## config.mk

```make
export PLATFORM = sky130hd
export DESIGN_NAME = irq_arbiter
export DESIGN_NICKNAME = d
export VERILOG_FILES = /design/src/rtl/irq_arbiter.sv
export SDC_FILE = /design/constraint.sdc
export NUM_CORES = 1
export LEC_CHECK = 0
export ABC_AREA = 1
export BUFFER_PORTS_ARGS = -buffer_cell sky130_fd_sc_hd__buf_2
export CELL_PAD_IN_SITES_DETAIL_PLACEMENT = 1
export CELL_PAD_IN_SITES_GLOBAL_PLACEMENT = 1
export CORE_ASPECT_RATIO = 2
export CORE_MARGIN = 1
export CORE_UTILIZATION = 34
export CTS_CLUSTER_SIZE = 24
export DETAILED_ROUTE_END_ITERATION = 6
export GPL_ROUTABILITY_DRIVEN = 0
export PLACE_DENSITY = 0.8
export SLEW_MARGIN = 20
export SYNTH_ARGS = -nofsm -noshare
export SYNTH_HDL_FRONTEND = slang
export SYNTH_SLANG_ARGS = --single-unit
export TNS_END_PERCENT = 30
```

## constraint.sdc

```tcl
create_clock -name clk_i -period 1.2 [get_ports clk_i]
set_input_delay 0.06 -clock clk_i [delete_from_list [all_inputs] [get_ports clk_i]]
set_output_delay 0.06 -clock clk_i [all_outputs]
set_load 0.005 [all_outputs]
```

## src/rtl/irq_arbiter.sv

```systemverilog
// Fixed-priority external interrupt arbiter with claim/complete tracking for the CSR meip input.
// Optional edge-triggered sources are built when IRQ_ARBITER_EDGE_EN is defined.
module irq_arbiter #(
  parameter int unsigned N_SRC = 8
) (
  input  logic             clk_i,
  input  logic             reset_i,
  input  logic [N_SRC-1:0] irq_i,
  input  logic             ack_i,
  output logic             meip_o,
  input  logic             sel_i,
  input  logic             wen_i,
  input  logic [1:0]       addr_i,
  input  logic [31:0]      wdata_i,
  output logic [31:0]      rdata_o,
  output logic             busy_o
);

  localparam int unsigned IDW = 5;

  typedef enum logic [1:0] {IDLE, REQ, SERVICE} state_t;

  state_t           state, next_state;
  logic [N_SRC-1:0] sync1, sync2, pending, enable, in_service;
  logic [N_SRC-1:0] eligible, edge_sel, edge_rise, pend_nxt, take_mask, done_mask, w1c_mask;
  logic [IDW-1:0]   claimed, last_id, win_id, take_id;
  logic             any_elig, take, complete, claim_wr;

  assign eligible  = pending & enable & ~in_service;
  assign any_elig  = |eligible;
  assign claim_wr  = sel_i & wen_i & (addr_i == 2'd2);
  assign take_id   = any_elig ? win_id : last_id;
  assign take_mask = take ? (N_SRC'(1) << take_id) : '0;
  assign done_mask = complete ? (N_SRC'(1) << claimed) : '0;

`ifdef IRQ_ARBITER_EDGE_EN
  logic [N_SRC-1:0] edge_reg, sync2_d;

  assign edge_sel  = edge_reg;
  assign edge_rise = sync2 & ~sync2_d;
  assign w1c_mask  = (sel_i & wen_i & (addr_i == 2'd0)) ? (wdata_i[N_SRC-1:0] & edge_reg) : '0;

  always_ff @(posedge clk_i or negedge reset_i) begin
    if (!reset_i) begin
      edge_reg <= '0;
      sync2_d  <= '0;
    end else begin
      sync2_d <= sync2;
      if (sel_i && wen_i && addr_i == 2'd3) edge_reg <= wdata_i[N_SRC-1:0];
    end
  end
`else
  assign edge_sel  = '0;
  assign edge_rise = '0;
  assign w1c_mask  = '0;
`endif

  // Lowest index wins: scan downward so the last hit is the smallest index.
  always_comb begin
    win_id = '0;
    for (int i = N_SRC - 1; i >= 0; i--) begin
      if (eligible[i]) win_id = IDW'(i);
    end
  end

  // Level bits follow sync2 but freeze while in service (released on the completing edge).
  always_comb begin
    logic [N_SRC-1:0] hold;
    logic [N_SRC-1:0] lvl;
    logic [N_SRC-1:0] edg;
    hold     = in_service & ~done_mask;
    lvl      = (sync2 & ~hold) | (pending & hold);
    edg      = (pending | edge_rise) & ~take_mask & ~w1c_mask;
    pend_nxt = (lvl & ~edge_sel) | (edg & edge_sel);
  end

  always_comb begin
    next_state = state;
    take       = 1'b0;
    complete   = 1'b0;
    case (state)
      IDLE:    if (any_elig) next_state = REQ;
      REQ: begin
        if (ack_i) begin
          take       = 1'b1;
          next_state = SERVICE;
        end else if (!any_elig) begin
          next_state = IDLE;
        end
      end
      SERVICE: begin
        if (claim_wr) begin
          complete   = 1'b1;
          next_state = IDLE;
        end
      end
      default: next_state = IDLE;
    endcase
  end

  always_ff @(posedge clk_i or negedge reset_i) begin
    if (!reset_i) begin
      state      <= IDLE;
      sync1      <= '0;
      sync2      <= '0;
      pending    <= '0;
      enable     <= '0;
      in_service <= '0;
      claimed    <= '0;
      last_id    <= '0;
      meip_o     <= 1'b0;
      busy_o     <= 1'b0;
    end else begin
      state      <= next_state;
      sync1      <= irq_i;
      sync2      <= sync1;
      pending    <= pend_nxt;
      in_service <= (in_service | take_mask) & ~done_mask;
      meip_o     <= (next_state == REQ);
      busy_o     <= (next_state == SERVICE);
      if (any_elig) last_id <= win_id;
      if (take) claimed <= take_id;
      if (sel_i && wen_i && addr_i == 2'd1) enable <= wdata_i[N_SRC-1:0];
    end
  end

  // Registered read port; holds its value between reads.
  always_ff @(posedge clk_i or negedge reset_i) begin
    if (!reset_i) begin
      rdata_o <= '0;
    end else if (sel_i && !wen_i) begin
      case (addr_i)
        2'd0:    rdata_o <= 32'(pending);
        2'd1:    rdata_o <= 32'(enable);
        2'd2:    rdata_o <= (state == SERVICE) ? (32'(claimed) + 32'd1) : 32'd0;
        default: rdata_o <= 32'(edge_sel);
      endcase
    end
  end

endmodule

```

Yosys cells after proc, flatten, opt, wreduce, memory -nomap -nowiden:

Cells that the tools add are included.

* bits in registers: 86
* input port bits: 47
* output and inout port bits: 34
* word-level logic and storage cells: 62

* add/subtract/negate cells: 1
* equal/unequal tests: 6
* shift-type cells: 2
* mux-type cells: 22
* bitwise operators: 13
* reductions and logical operators: 7

Operators by type and width (count)
* 8-bit AND: 6
* 3-bit 2-to-1 mux: 8
* 8-bit inverter: 3
* 8-bit case mux with 3 select lines: 1
* 8-bit 2-to-1 mux: 2
* 8-bit bitwise OR: 2
* 1-bit by 5-bit left shift with 8-bit output (first input constant): 2
* 2-bit 2-to-1 mux: 4
* 8-bit OR reduction: 1
* 5-bit by 1-bit adder with 6-bit output (second input constant): 1
* 2-bit by 1-bit equality test with 1-bit output (second input constant): 3
* 2-bit equality test (second input constant): 3
* 6-bit 2-to-1 mux: 1
* 2-bit case mux with 3 select lines: 1
* 5-bit 2-to-1 mux: 1
* 2-bit zero test: 2
* 1-bit 2-to-1 mux: 4
* 1-bit logical AND: 3
* 1-bit AND: 2
* 1-bit zero test: 1

Longest topological paths before layout:

Gate-level depths: netlist of run 1.

* depth in word-level cells: 15
* mapped depth: 12
* depth with buffers taken out: 12

Worst setup path after synthesis of run 1:

Ideal clock, no wire load.

* path kind: register -> register
* start point: reg in_service[3]
* end point: reg in_service[2]
* setup time: 0.077 ns
* arrival: 1.238 ns
* required time: 1.123 ns
* slack: -0.114 ns
* stages on the path, launching flop included: 11
* path buffers: 0
* clock period less this slack: 1.314 ns
* cell sequence: dfrtp_1 nand3b_1 nand2_1 nor2_1 nand2_1 inv_2 nand2_1 nand2_2 nor2_1 inv_1 o21ai_1

* word-level cells in the longest chain between the ends: 11
* elaborated cells on any way between the ends: 12
* classes of those cells: 1 x shift; 6 x mux; 4 x bitwise; 1 x reduce/logical

RTL lines
* from (decl): RTL line 24 `logic [N_SRC-1:0] sync1, sync2, pending, enable, in_service;`
* from (signal assigned): RTL line 118 `in_service <= (in_service | take_mask) & ~done_mask;`
* 8-bit inverter *: RTL line 29 `assign eligible = pending & enable & ~in_service;`
* 8-bit AND *: RTL line 29
* 3-bit 2-to-1 mux (4 in a row): RTL line 62 `if (eligible[i]) win_id = IDW'(i);`
* 5-bit 2-to-1 mux *
* 1-bit by 5-bit left shift with 8-bit output *: RTL line 33 `assign take_mask = take ? (N_SRC'(1) << take_id) : '0;`
* 8-bit 2-to-1 mux *: RTL line 33
* 8-bit bitwise OR *: RTL line 118
* 8-bit AND *: RTL line 118

Mark *: on every way between the ends. The rest lies on a longest branch, timed or not.
A chain may end at the register's enable or synchronous reset.

Worst setup path after layout of run 1:

* start point: reg in_service[3]
* end point: reg in_service[1]

Same word-level chain as after synthesis.

==> implementation parameters, run 1 <==
Parameter                              Value

Run status
  Result of the run    finished with violations
  Violated checks    setup timing

Floorplanning
  Full die area    8490 um2
  Core area    7890 um2
  Starting Density    34.9%
  Height of the chip    129 um
  I/O pin total    81
  X dimension of the die    65.7 um
  Number of rows in the core area    46

Route
  TritonRoute pass-1 iters    5
  Via density per instance    4.92
  Initial DRC count    103
  Met3 routed WL    328 um
  WL final    9590 um
  Detailed-route via count    2,508
  Wire length on met1    3260 um
  Detail-routed net length per standard cell    18.8 um
  Highest metal used    met4
  Met2 wire length    5450 um
  Count of nets left with antenna violations after detail routing    0
  Drt drc    0

CTS
  Longest Clk Path Bufs    2
  Total CTS buffers    9
  TritonCTS clock tree    done
  Reg clk slew, reported paths    0.05 ns
  Source-to-sink clock delay at the later pin of the worst-skew pair    0.34 ns
  H-tree levels    3
  Clock Sinks    62
  Buffer cell driving the clock tree root    sky130_fd_sc_hd__clkbuf_16

Power and ir drop
  Net Switching    0.00395 W
  Clk network pwr share    25.4%
  Combinational cell fraction of total power    44.5%
  Power per cell area    2540 nW/um2
  Lkg Pwr    2.11 nW
  Sequential cell fraction of total power    30.1%
  Peak supply drop    1.09 mV
  Switching power share of the total    37.3%
  Total chip power    0.0106 W
  Internal power contribution    0.00663 W

Yosys
  Fraction of the yosys area taken by sequential cells    56.3%
  Avg Synthesized Cell Area    9.57 um2
  Flops & latches, synth    62
  Yosys warnings    0
  Distinct cell type count after synthesis    29
  Cell taking the most area after synthesis    sky130_fd_sc_hd__dfrtp_1
  Gate count after technology mapping    288
  Most area-consuming cells after synthesis    sky130_fd_sc_hd__dfrtp_1, sky130_fd_sc_hd__nand2_1, sky130_fd_sc_hd__buf_4
  Summed instance area of the synthesized netlist    2760 um2
  Area share of the leading cell type in the synthesized netlist    56.3%

Setup path
  Data required time at the worst endpoint    1.47 ns
  Crit path DAT    1.93 ns
  Critical path type    flop to flop
  Largest fanout on the critical path    5
  CP Launch Type    flop
  Endpoint class of the critical path    flop

Global routing
  Wire length of the first global-routing pass    14,400 um
  Vias in the first global route    2,778
  Maximum number of pins on one net before global-route repair    63
  Global router's overall resource usage    23.9%
  Initial antenna violation count    0
  Total gr overflow    0

Cells and area
  Diode count    0
  Highest-count cells in the layout ignoring fill and taps    sky130_fd_sc_hd__dfrtp_1, sky130_fd_sc_hd__buf_4, sky130_fd_sc_hd__nand2_1
  Fraction of final layout cells sized beyond drive strength 1    45.4%
  Final design area excluding fillers    4170 um2
  Number of nets in the layout    458
  Commonest non-fill, non-tap cell in the layout    sky130_fd_sc_hd__dfrtp_1
  Area grow syn2layout    51.4%
  Non-Filler Instances    510

Timing
  Share of the clock period used by the worst path after layout    138%
  Min Clock Period, post-route    1.66 ns
  Worst-Margin Slew    0.510 ns
  Final worst-path setup slack    -0.460 ns
  Highest attainable clock frequency    0.602 GHz
  Max Transition Viols Final    0
  Setup repair after global routing missed its margin    yes
  Post-route clock skew    0.00483 ns
  Relative slew margins    65.7%
  Setup violators final    34
  Final hold violation count    0

Place
  Post-detailed-placement cell area    3390 um2
  # placed instances    464
  Place WS    -0.404 ns
  Port-buffer cells    32
  HPWL after detailed placement    5610 um

Min path
  Path class of the lowest-slack min-delay path    primary input to flop

Run
  Max capacitance violation total    0
-- power by group through the flow --
stage,logic (W),registers (W),clock network (W)
floorplan,0.00163,0.00308,0
global placement,0.00305,0.00308,0
detailed placement,0.00324,0.00313,0
CTS,0.00398,0.00313,0.00271
global route,0.00503,0.00325,0.00279
finish,0.00471,0.00319,0.00268
-- cells in the mapped netlist --
cell / number
sky130_fd_sc_hd__nor3_1: 3
sky130_fd_sc_hd__o21ai_2: 2
sky130_fd_sc_hd__o21ai_1: 4
sky130_fd_sc_hd__o21ai_0: 9
sky130_fd_sc_hd__a31oi_1: 2
sky130_fd_sc_hd__nor3_4: 1
sky130_fd_sc_hd__inv_1: 29
sky130_fd_sc_hd__nand3_2: 2
sky130_fd_sc_hd__o21a_1: 1
sky130_fd_sc_hd__mux2_2: 13
sky130_fd_sc_hd__buf_4: 24
sky130_fd_sc_hd__inv_2: 4
sky130_fd_sc_hd__clkbuf_1: 1
sky130_fd_sc_hd__xnor2_1: 1
sky130_fd_sc_hd__o211ai_1: 1
sky130_fd_sc_hd__nand2_2: 2
sky130_fd_sc_hd__nor2_1: 14
sky130_fd_sc_hd__nand3b_1: 2
sky130_fd_sc_hd__xor2_1: 1
sky130_fd_sc_hd__conb_1: 1
sky130_fd_sc_hd__nor2_2: 2
sky130_fd_sc_hd__o31ai_1: 2
sky130_fd_sc_hd__nand2_1: 76
sky130_fd_sc_hd__a21oi_1: 2
sky130_fd_sc_hd__o221ai_1: 3
sky130_fd_sc_hd__ha_1: 1
sky130_fd_sc_hd__nand3_1: 15
sky130_fd_sc_hd__nand4_1: 8
sky130_fd_sc_hd__dfrtp_1: 62
-- critical path: stages, from the launching register on --
cell and delay [ns]:
sky130_fd_sc_hd__dfrtp_1 0.39, sky130_fd_sc_hd__nand3b_1 0.23, sky130_fd_sc_hd__nand2_2 0.15, sky130_fd_sc_hd__nor2_4 0.05, sky130_fd_sc_hd__nand2_2 0.08, sky130_fd_sc_hd__inv_4 0.06, sky130_fd_sc_hd__nand2_4 0.08, sky130_fd_sc_hd__nand2_4 0.08
sky130_fd_sc_hd__nor2_4 0.16, sky130_fd_sc_hd__nand4_1 0.19, sky130_fd_sc_hd__nand2_1 0.11
-- per-layer routing --
layer | vias up | track usage (%)
met1 | 1248 | 22.7
met2 | 87 | 42.5
met5 | - | 0
met3 | 40 | 6.43
met4 | 0 | 17.4
li1 | 1133 | -
-- metrics by stage --
step / setup TNS [ns] / utilization [%] / hold WS (ns)
after floorplan: -0.741 / - / -0.236
after global placement: -3.74 / 42.9 / 0.0899
after detailed placement: -6.08 / 42.9 / 0.0998
after CTS: -5.64 / 51.0 / 0.0118
after global routing: -11.59 / 52.9 / 0.0685
final: -8.67 / 52.9 / 0.0580
-- repair_timing --
action,in CTS,in global routing
buffers inserted,7,7
gates resized for setup,37,27
hold buffers,18,0
endpoints found under the setup margin,36,34
hold endpoints to repair,79,0
pin swaps,11,21
-- final cells by class --
| cell class | instances | area [um2] |
|---|---|---|
| clock buffer | 12 | 267 |
| clock inverter | 3 | 42.5 |
| fill | 905 | 3710 |
| inverter | 33 | 129 |
| multi-input combinational | 191 | 1210 |
| sequential | 62 | 1550 |
| tap | 96 | 120 |
| timing repair buffer | 113 | 850 |
-- path summary, 6_finish.rpt --
path	start	cells past startpoint	slack [ns]	to
worst max-delay path	in_service[3]$_DFF_PN0_	10	-0.46	in_service[1]$_DFF_PN0_
worst min-delay path	ack_i	4	0.06	meip_o$_DFF_PN0_
worst max register to register	in_service[3]$_DFF_PN0_	10	-0.46	in_service[1]$_DFF_PN0_
worst min register to register	sync1[5]$_DFF_PN0_	0	0.35	sync2[5]$_DFF_PN0_
max in group asynchronous	reset_i	3	0.58	claimed[2]$_DFFE_PN0P_
min in group asynchronous	reset_i	3	0.31	enable[6]$_DFFE_PN0P_
-- cells by family after synthesis --
kind of cell	share of synthesized area, %
AOI/OAI and AO/OA	5.86
muxes	5.31
DFF	56.3
and+or+nand+nor	20.1
adders and majority gates	0.454
xor gates and xnor gates	0.636
other	0.136
buffers and inverters	11.2
Note: power is estimated with default switching activity, not from simulation.
==> run 2: changes to the inputs <==
- ABC_AREA: 1 -> unset
- CORE_UTILIZATION: 34 -> 36
- PLACE_DENSITY: 0.8 -> 0.81
==> run 2 against run 1 <==
The flow still finishes with violations (setup timing); global-route usage decreased by 2.1 points; first-iteration DRC count rose by 20%; critical path depth fell by 3; routed wire length shrank 2.5%; largest cell class unchanged.
==> implementation parameters, run 2 <==
Parameter                              Value

Setup path
  Endpoint class of the critical path    flop
  Cell seen most often among critical-path stages    sky130_fd_sc_hd__buf_4
  Cells along the critical path    nand3b_1 -> nand4_1 -> buf_4 -> nor3_4 -> a22oi_2 -> buf_4 -> o31ai_1
  CP Launch Type    flop
  Critical path type    flop to flop
  Slowest cell delay on critical path    0.39 ns (about the same)
  Largest fanout on the critical path    3 (-2)
  CP max-delay cell    sky130_fd_sc_hd__dfrtp_1
  Crit path DAT    2.15 ns (+0.22 ns)
  Data required time at the worst endpoint    1.41 ns (-0.06 ns)

Cells and area
  Final design area excluding fillers    4200 um2 (+0.69%)
  Number of nets in the layout    403 (-12%)
  Commonest non-fill, non-tap cell in the layout    sky130_fd_sc_hd__dfrtp_1
  Highest-count cells in the layout ignoring fill and taps    sky130_fd_sc_hd__dfrtp_1, sky130_fd_sc_hd__buf_4, sky130_fd_sc_hd__buf_2
  Area grow syn2layout    50.0%
  Fraction of final layout cells sized beyond drive strength 1    48.3% (+2.9 points)
  Diode count    0 (unchanged)

Yosys
  Simple-gate share of the synthesized area    13.4% (-6.8 points)
  Most area-consuming cells after synthesis    sky130_fd_sc_hd__dfrtp_1, sky130_fd_sc_hd__buf_4, sky130_fd_sc_hd__mux2_2
  Largest family of logic cells by synthesized area    simple AND/OR/NAND/NOR gates
  Area share of the leading cell type in the synthesized netlist    55.4% (-0.91 points)
  Top cell types by occurrence after synthesis    sky130_fd_sc_hd__dfrtp_1, sky130_fd_sc_hd__buf_4, sky130_fd_sc_hd__nand2_1
  Proportion of synthesized area in mux cells    10.1% (+4.8 points)
  Ys flop type    sky130_fd_sc_hd__dfrtp_1
  Most frequent cell after synthesis    sky130_fd_sc_hd__dfrtp_1
  EDFF count, synth    0 (unchanged)
  Yosys warnings    0 (unchanged)
  Avg Synthesized Cell Area    12.0 um2 (+26%)
  Summed instance area of the synthesized netlist    2800 um2 (+1.6%)
  Fraction of registers with async set/reset    100% (unchanged)
  Fraction of the yosys area taken by sequential cells    55.4% (-0.91 points)
  Parity-gate share of the synthesized area counting xor and xnor cells    0.938% (+0.30 points)
  Flops & latches, synth    62 (unchanged)
  Fraction of the mapped netlist area in compound gates    11.8% (+6.0 points)
  Adder-Cell Fraction of Synth Area    0.447% (-0.0073 points)
  Cell taking the most area after synthesis    sky130_fd_sc_hd__dfrtp_1
  Distinct cell type count after synthesis    45 (+55%)
  Gate count after technology mapping    233 (-19%)

Timing
  Post-route clock skew    0.00785 ns (+0.00301 ns)
  Highest attainable clock frequency    0.516 GHz (-14%)
  WHS    0.195 ns (+0.137 ns)
  Final hold violation count    0 (unchanged)
  Share of the clock period used by the worst path after layout    162% (+23 points)
  Setup violators final    34 (unchanged)
  Setup repair after global routing missed its margin    yes
  Max Transition Viols Final    0 (unchanged)
  Final worst-path setup slack    -0.740 ns (-0.279 ns)
  Min Clock Period, post-route    1.94 ns (+0.279 ns)

Run
  Max capacitance violation total    0 (unchanged)

Global routing
  Vias in the first global route    2,524 (-9.1%)
  GRT met3 Usage    5.76% (-0.67 points)
  Total gr overflow    0 (unchanged)
  Global routing usage on met1    20.2% (-2.5 points)
  Wire length of the first global-routing pass    12,800 um (-11%)
  Global router's overall resource usage    21.9% (-2.1 points)
  Met2 GRT Util    40.3% (-2.2 points)
  Top Usage Layer GRT    met2
  Initial antenna violation count    0 (unchanged)
  Maximum number of pins on one net before global-route repair    63 (unchanged)

Floorplanning
  Number of rows in the core area    45 (-2.2%)
  I/O pin total    81 (unchanged)
  Core area    7540 um2 (-4.3%)
  Starting Density    37.1% (+2.2 points)
  X dimension of the die    64.4 um (-2.0%)
  Height of the chip    127 um (-2.0%)
  Full die area    8160 um2 (-3.9%)

Route
  Count of nets left with antenna violations after detail routing    0 (unchanged)
  TritonRoute pass-1 iters    5 (unchanged)
  Initial DRC count    124 (+20%)
  Via density per instance    5.21 (+6.0%)
  Drt drc    0 (unchanged)
  WL final    9350 um (-2.5%)
  Detail-routed net length per standard cell    20.6 um (+9.5%)
  Detailed-route via count    2,367 (-5.6%)

Power and ir drop
  Lkg Pwr    1.98 nW (-6.5%)
  Combinational cell fraction of total power    45.9% (+1.4 points)
  Clk network pwr share    24.9% (-0.5 points)
  Net Switching    0.00368 W (-6.7%)
  Sequential cell fraction of total power    29.3% (-0.8 points)
  Peak supply drop    1.31 mV (+19%)
  Switching power share of the total    35.1% (-2.2 points)
  Power per cell area    2500 nW/um2 (-1.5%)
  Internal power contribution    0.00681 W (+2.6%)

Min path
  Path class of the lowest-slack min-delay path    primary input to flop

Place
  Place WS    -0.595 ns (-0.190 ns)
  Port-buffer cells    32 (unchanged)
  HPWL after detailed placement    5460 um (-2.7%)
  Post-detailed-placement cell area    3400 um2 (+0.48%)

CTS
  Reg clk slew, reported paths    0.05 ns (about the same)
  TritonCTS clock tree    done
  Clock Sinks    62 (unchanged)
  Longest Clk Path Bufs    2 (unchanged)
  Total CTS buffers    9 (unchanged)
  H-tree levels    3 (unchanged)
  Buffer cell driving the clock tree root    sky130_fd_sc_hd__clkbuf_16
  Source-to-sink clock delay at the later pin of the worst-skew pair    0.34 ns (about the same)

Run status
  Result of the run    finished with violations
  Violated checks    setup timing
-- run 2: changes by cell type after synthesis, moves of 5 or more --
cell                       before  now
sky130_fd_sc_hd__nand3_1       15    4
sky130_fd_sc_hd__nand4_1        8    2
sky130_fd_sc_hd__o31ai_1        2   10
sky130_fd_sc_hd__inv_1         29    1
sky130_fd_sc_hd__nor2_1        14    8
sky130_fd_sc_hd__nand3b_1       2    8
sky130_fd_sc_hd__nand2_1       76   19
sky130_fd_sc_hd__mux2i_1        0    8
sky130_fd_sc_hd__nand2b_1       0    5
-- run 2: cell type report --
type / instances / area [um2]
Clock buffer: 12 / 256
Clock inverter: 4 / 45.0
Fill cell: 817 / 3350
Inverter: 3 / 11.3
Multi-Input combinational cell: 161 / 1310
Sequential cell: 62 / 1550
Tap cell: 94 / 118
Timing Repair Buffer: 118 / 907
-- run 2: worst max-delay path: cells and delay by family (launching register included) --
family	cells	cell delay, ns
compound gates	2	0.47
buf+inv	2	0.35
flops	1	0.39
simple gates	3	0.60
-- run 2: metrics by stage --
step | TNS [ns] | utilization, % | std cells | power (W)
2_1_floorplan | -6.28 | - | 256 | 0.00470
3_3_place_gp | -10.68 | 45.1 | 404 | 0.00626
3_5_place_dp | -12.27 | 45.1 | 404 | 0.00644
4_1_cts | -12.21 | 53.1 | 442 | 0.00954
5_1_grt | -16.04 | 55.7 | 454 | 0.0109
6_report | -14.21 | 55.7 | 454 | 0.0105
-- run 2: worst paths after layout --
| kind | startpoint | to | slack [ns] | cells past startpoint |
|---|---|---|---|---|
| worst max-delay path | enable[3]$_DFFE_PN0P_ | in_service[5]$_DFF_PN0_ | -0.74 | 7 |
| worst min-delay path | ack_i | claimed[0]$_DFFE_PN0P_ | 0.19 | 4 |
| worst max register to register | enable[3]$_DFFE_PN0P_ | in_service[5]$_DFF_PN0_ | -0.74 | 7 |
| worst min register to register | sync1[2]$_DFF_PN0_ | sync2[2]$_DFF_PN0_ | 0.35 | 0 |
| max in group asynchronous | reset_i | claimed[2]$_DFFE_PN0P_ | 0.62 | 3 |
| min in group asynchronous | reset_i | sync1[1]$_DFF_PN0_ | 0.28 | 3 |
-- run 2: what timing repair did --
item	in CTS	in global routing
hold buffers	18	0
setup buffers	4	13
endpoints found under the setup margin	34	34
gates resized for setup	29	22
pin swaps	7	17
hold endpoints to repair	80	0
-- run 2: kinds of logic (layout without fill, tap and decap cells) --
family,count (synthesis),in the layout
adder cells (fa/ha/maj),1,1
buffers and inverters,33,137
multiplexers,26,26
AO/OA/AOI/OAI,44,44
flip-flops,62,62
AND/OR/NAND/NOR,63,63
XOR/XNOR,3,3
other,1,24
-- run 2: layer usage --
layer / part of all wire [%] / up-vias
met4: 6.0 / 0
met5: 0 / -
met3: 3.8 / 34
li1: - / 1026
met1: 33 / 1206
met2: 57 / 101
-- run 2: power by group through the flow --
stage | Sequential (W) | Combinational (W) | Clock [W]
floorplan | 0.00298 | 0.00172 | 0
global placement | 0.00298 | 0.00328 | 0
detailed placement | 0.00304 | 0.00340 | 0
CTS | 0.00303 | 0.00386 | 0.00265
global route | 0.00311 | 0.00504 | 0.00273
finish | 0.00307 | 0.00481 | 0.00261
==> run 3: changes to the inputs <==
==> constraint.sdc (replaced) <==
create_clock -name clk_i -period 1.2 [get_ports clk_i]
set_input_delay 0.18 -clock clk_i [delete_from_list [all_inputs] [get_ports clk_i]]
set_output_delay 0.18 -clock clk_i [all_outputs]
set_load 0.005 [all_outputs]
==> run 3 against run 2 <==
The flow still finishes with violations (setup timing); clock skew grew 0.0014 ns; final cell count shrank 1.8%; via count shrank 2.5%; largest power group unchanged.
==> implementation parameters, run 3 (synthesized netlist as in run 2, its figures left out) <==
Parameter                              Value

Setup path
  Crit path DAT    2.06 ns (-0.09 ns)
  Slack of the worst reg-to-reg path    -0.63 ns (+0.10 ns)
  FF-to-FF path depth    6 (-1)
  Endpoint class of the critical path    flop
  Critical path type    flop to flop
  Worst r2r src    in_service[1]$_DFF_PN0_
  Largest fanout on the critical path    4 (+1)
  CP Launch Type    flop
  CP Launch Point    in_service[1]$_DFF_PN0_
  Data required time at the worst endpoint    1.43 ns (+0.02 ns)
  Worst reg2reg path endpoint    in_service[7]$_DFF_PN0_

Run
  Max capacitance violation total    0 (unchanged)

Route
  Drt drc    0 (unchanged)
  Detailed-route via count    2,308 (-2.5%)
  TritonRoute pass-1 iters    4 (-1)
  Via density per instance    5.17 (-0.74%)
  WL final    9170 um (-1.9%)
  Detail-routed net length per standard cell    20.5 um (-0.19%)
  Count of nets left with antenna violations after detail routing    0 (unchanged)
  Initial DRC count    133 (+7.3%)

CTS
  TritonCTS clock tree    done
  Longest Clk Path Bufs    2 (unchanged)
  H-tree levels    3 (unchanged)
  Reg clk slew, reported paths    0.05 ns (about the same)
  Buffer cell driving the clock tree root    sky130_fd_sc_hd__clkbuf_16
  Source-to-sink clock delay at the later pin of the worst-skew pair    0.33 ns (about the same)
  Clock Sinks    62 (unchanged)
  Total CTS buffers    9 (unchanged)

Floorplanning
  Number of rows in the core area    45 (unchanged)
  Core area    7540 um2 (unchanged)
  Height of the chip    127 um (unchanged)
  Full die area    8160 um2 (unchanged)
  I/O pin total    81 (unchanged)
  Starting Density    37.1% (unchanged)
  X dimension of the die    64.4 um (unchanged)

Cells and area
  Fraction of final layout cells sized beyond drive strength 1    51.4% (+3.1 points)
  Highest-count cells in the layout ignoring fill and taps    sky130_fd_sc_hd__buf_4, sky130_fd_sc_hd__dfrtp_1, sky130_fd_sc_hd__buf_2
  Final design area excluding fillers    4150 um2 (-1.2%)
  Area grow syn2layout    48.2%
  Number of nets in the layout    396 (-1.7%)
  Commonest non-fill, non-tap cell in the layout    sky130_fd_sc_hd__buf_4
  Diode count    0 (unchanged)

Global routing
  Total gr overflow    0 (unchanged)
  Global routing usage on met1    22.5% (+2.3 points)
  Met2 GRT Util    41.1% (+0.74 points)
  Vias in the first global route    2,510 (-0.55%)
  GRT met3 Usage    5.40% (-0.36 points)
  Global router's overall resource usage    23.0% (+1.1 points)
  Top Usage Layer GRT    met2
  Maximum number of pins on one net before global-route repair    63 (unchanged)
  Initial antenna violation count    0 (unchanged)
  Wire length of the first global-routing pass    13,400 um (+4.4%)

Timing
  Worst-Margin Slew    0.502 ns
  Final hold violation count    0 (unchanged)
  Max Transition Viols Final    0 (unchanged)
  Min Clock Period, post-route    1.83 ns (-0.105 ns)
  WHS    0.0749 ns (-0.120 ns)
  Share of the clock period used by the worst path after layout    153% (-8.7 points)
  Setup repair after global routing missed its margin    yes
  Highest attainable clock frequency    0.545 GHz (+5.7%)
  Post-route clock skew    0.00930 ns (+0.00145 ns)
  Setup violators final    34 (unchanged)
  Relative slew margins    66.6%
  Final worst-path setup slack    -0.635 ns (+0.105 ns)

Power and ir drop
  Peak supply drop    1.02 mV (-22%)
  Total chip power    0.0104 W (-0.54%)
  Power per cell area    2510 nW/um2 (+0.66%)
  Lkg Pwr    1.95 nW (-1.5%)

Min path
  Start point of the worst min-delay path    ack_i
  Path class of the lowest-slack min-delay path    primary input to flop
  Cell depth of the worst hold path    2 (-2)
  Sink of the worst hold path    meip_o$_DFF_PN0_

Place
  Port-buffer cells    32 (unchanged)
  HPWL after detailed placement    5600 um (+2.5%)
  Post-detailed-placement cell area    3400 um2 (about the same)

Run status
  Result of the run    finished with violations
  Violated checks    setup timing
## run 3: per-stage QoR
stage | TNS [ns] | std cells | setup slack (ns) | utilization, %
2_1_floorplan | -6.28 | 256 | -0.515 | -
3_3_place_gp | -11.11 | 402 | -0.533 | 45.1
3_5_place_dp | -13.92 | 402 | -0.671 | 45.1
4_1_cts | -11.74 | 438 | -0.560 | 53.3
5_1_grt | -15.43 | 446 | -0.711 | 55.0
6_report | -14.24 | 446 | -0.635 | 55.0
## run 3: where the power goes
| group | internal (W) | switching [W] | leakage [nW] |
|---|---|---|---|
| clock | 0.00138 | 0.000849 | 0.123 |
| combinational | 0.00262 | 0.00249 | 1.07 |
| sequential | 0.00268 | 0.000406 | 0.749 |
## run 3: layer usage
| layer | share of wire, % | vias up |
|---|---|---|
| met3 | 3.9 | 36 |
| met1 | 35 | 1164 |
| met2 | 55 | 100 |
| li1 | - | 1008 |
| met4 | 5.7 | 0 |
| met5 | 0 | - |
## run 3: cell type report
cell class	instances	area (um2)
inverter	3	13.8
fill	813	3400
sequential	62	1550
tap	94	118
multi-input combinational	161	1370
timing repair buffer	111	845
clock buffer	13	240
clock inverter	2	10.0
## run 3: worst max path at each step
stage | end | slack, ns
after floorplan | flop | -0.51
after global placement | flop | -0.53
after detailed placement | flop | -0.67
after CTS | flop | -0.56
after global routing | in_service[0]$_DFF_PN0_ | -0.71
final | in_service[7]$_DFF_PN0_ | -0.63
## run 3: worst max-delay path: stages (launching register included)
cell                       delay, ns
sky130_fd_sc_hd__dfrtp_1        0.35
sky130_fd_sc_hd__nand3b_1       0.18
sky130_fd_sc_hd__nand4_1        0.26
sky130_fd_sc_hd__buf_4          0.25
sky130_fd_sc_hd__a31oi_4        0.17
sky130_fd_sc_hd__nand3b_1       0.23
sky130_fd_sc_hd__o31ai_2        0.29
## run 3: timing repair
action,CTS,global route
endpoints found under the setup margin,34,35
hold buffers,9,0
gates resized for setup,47,18
pin swaps,14,10
hold endpoints to repair,70,0
setup buffers,12,8
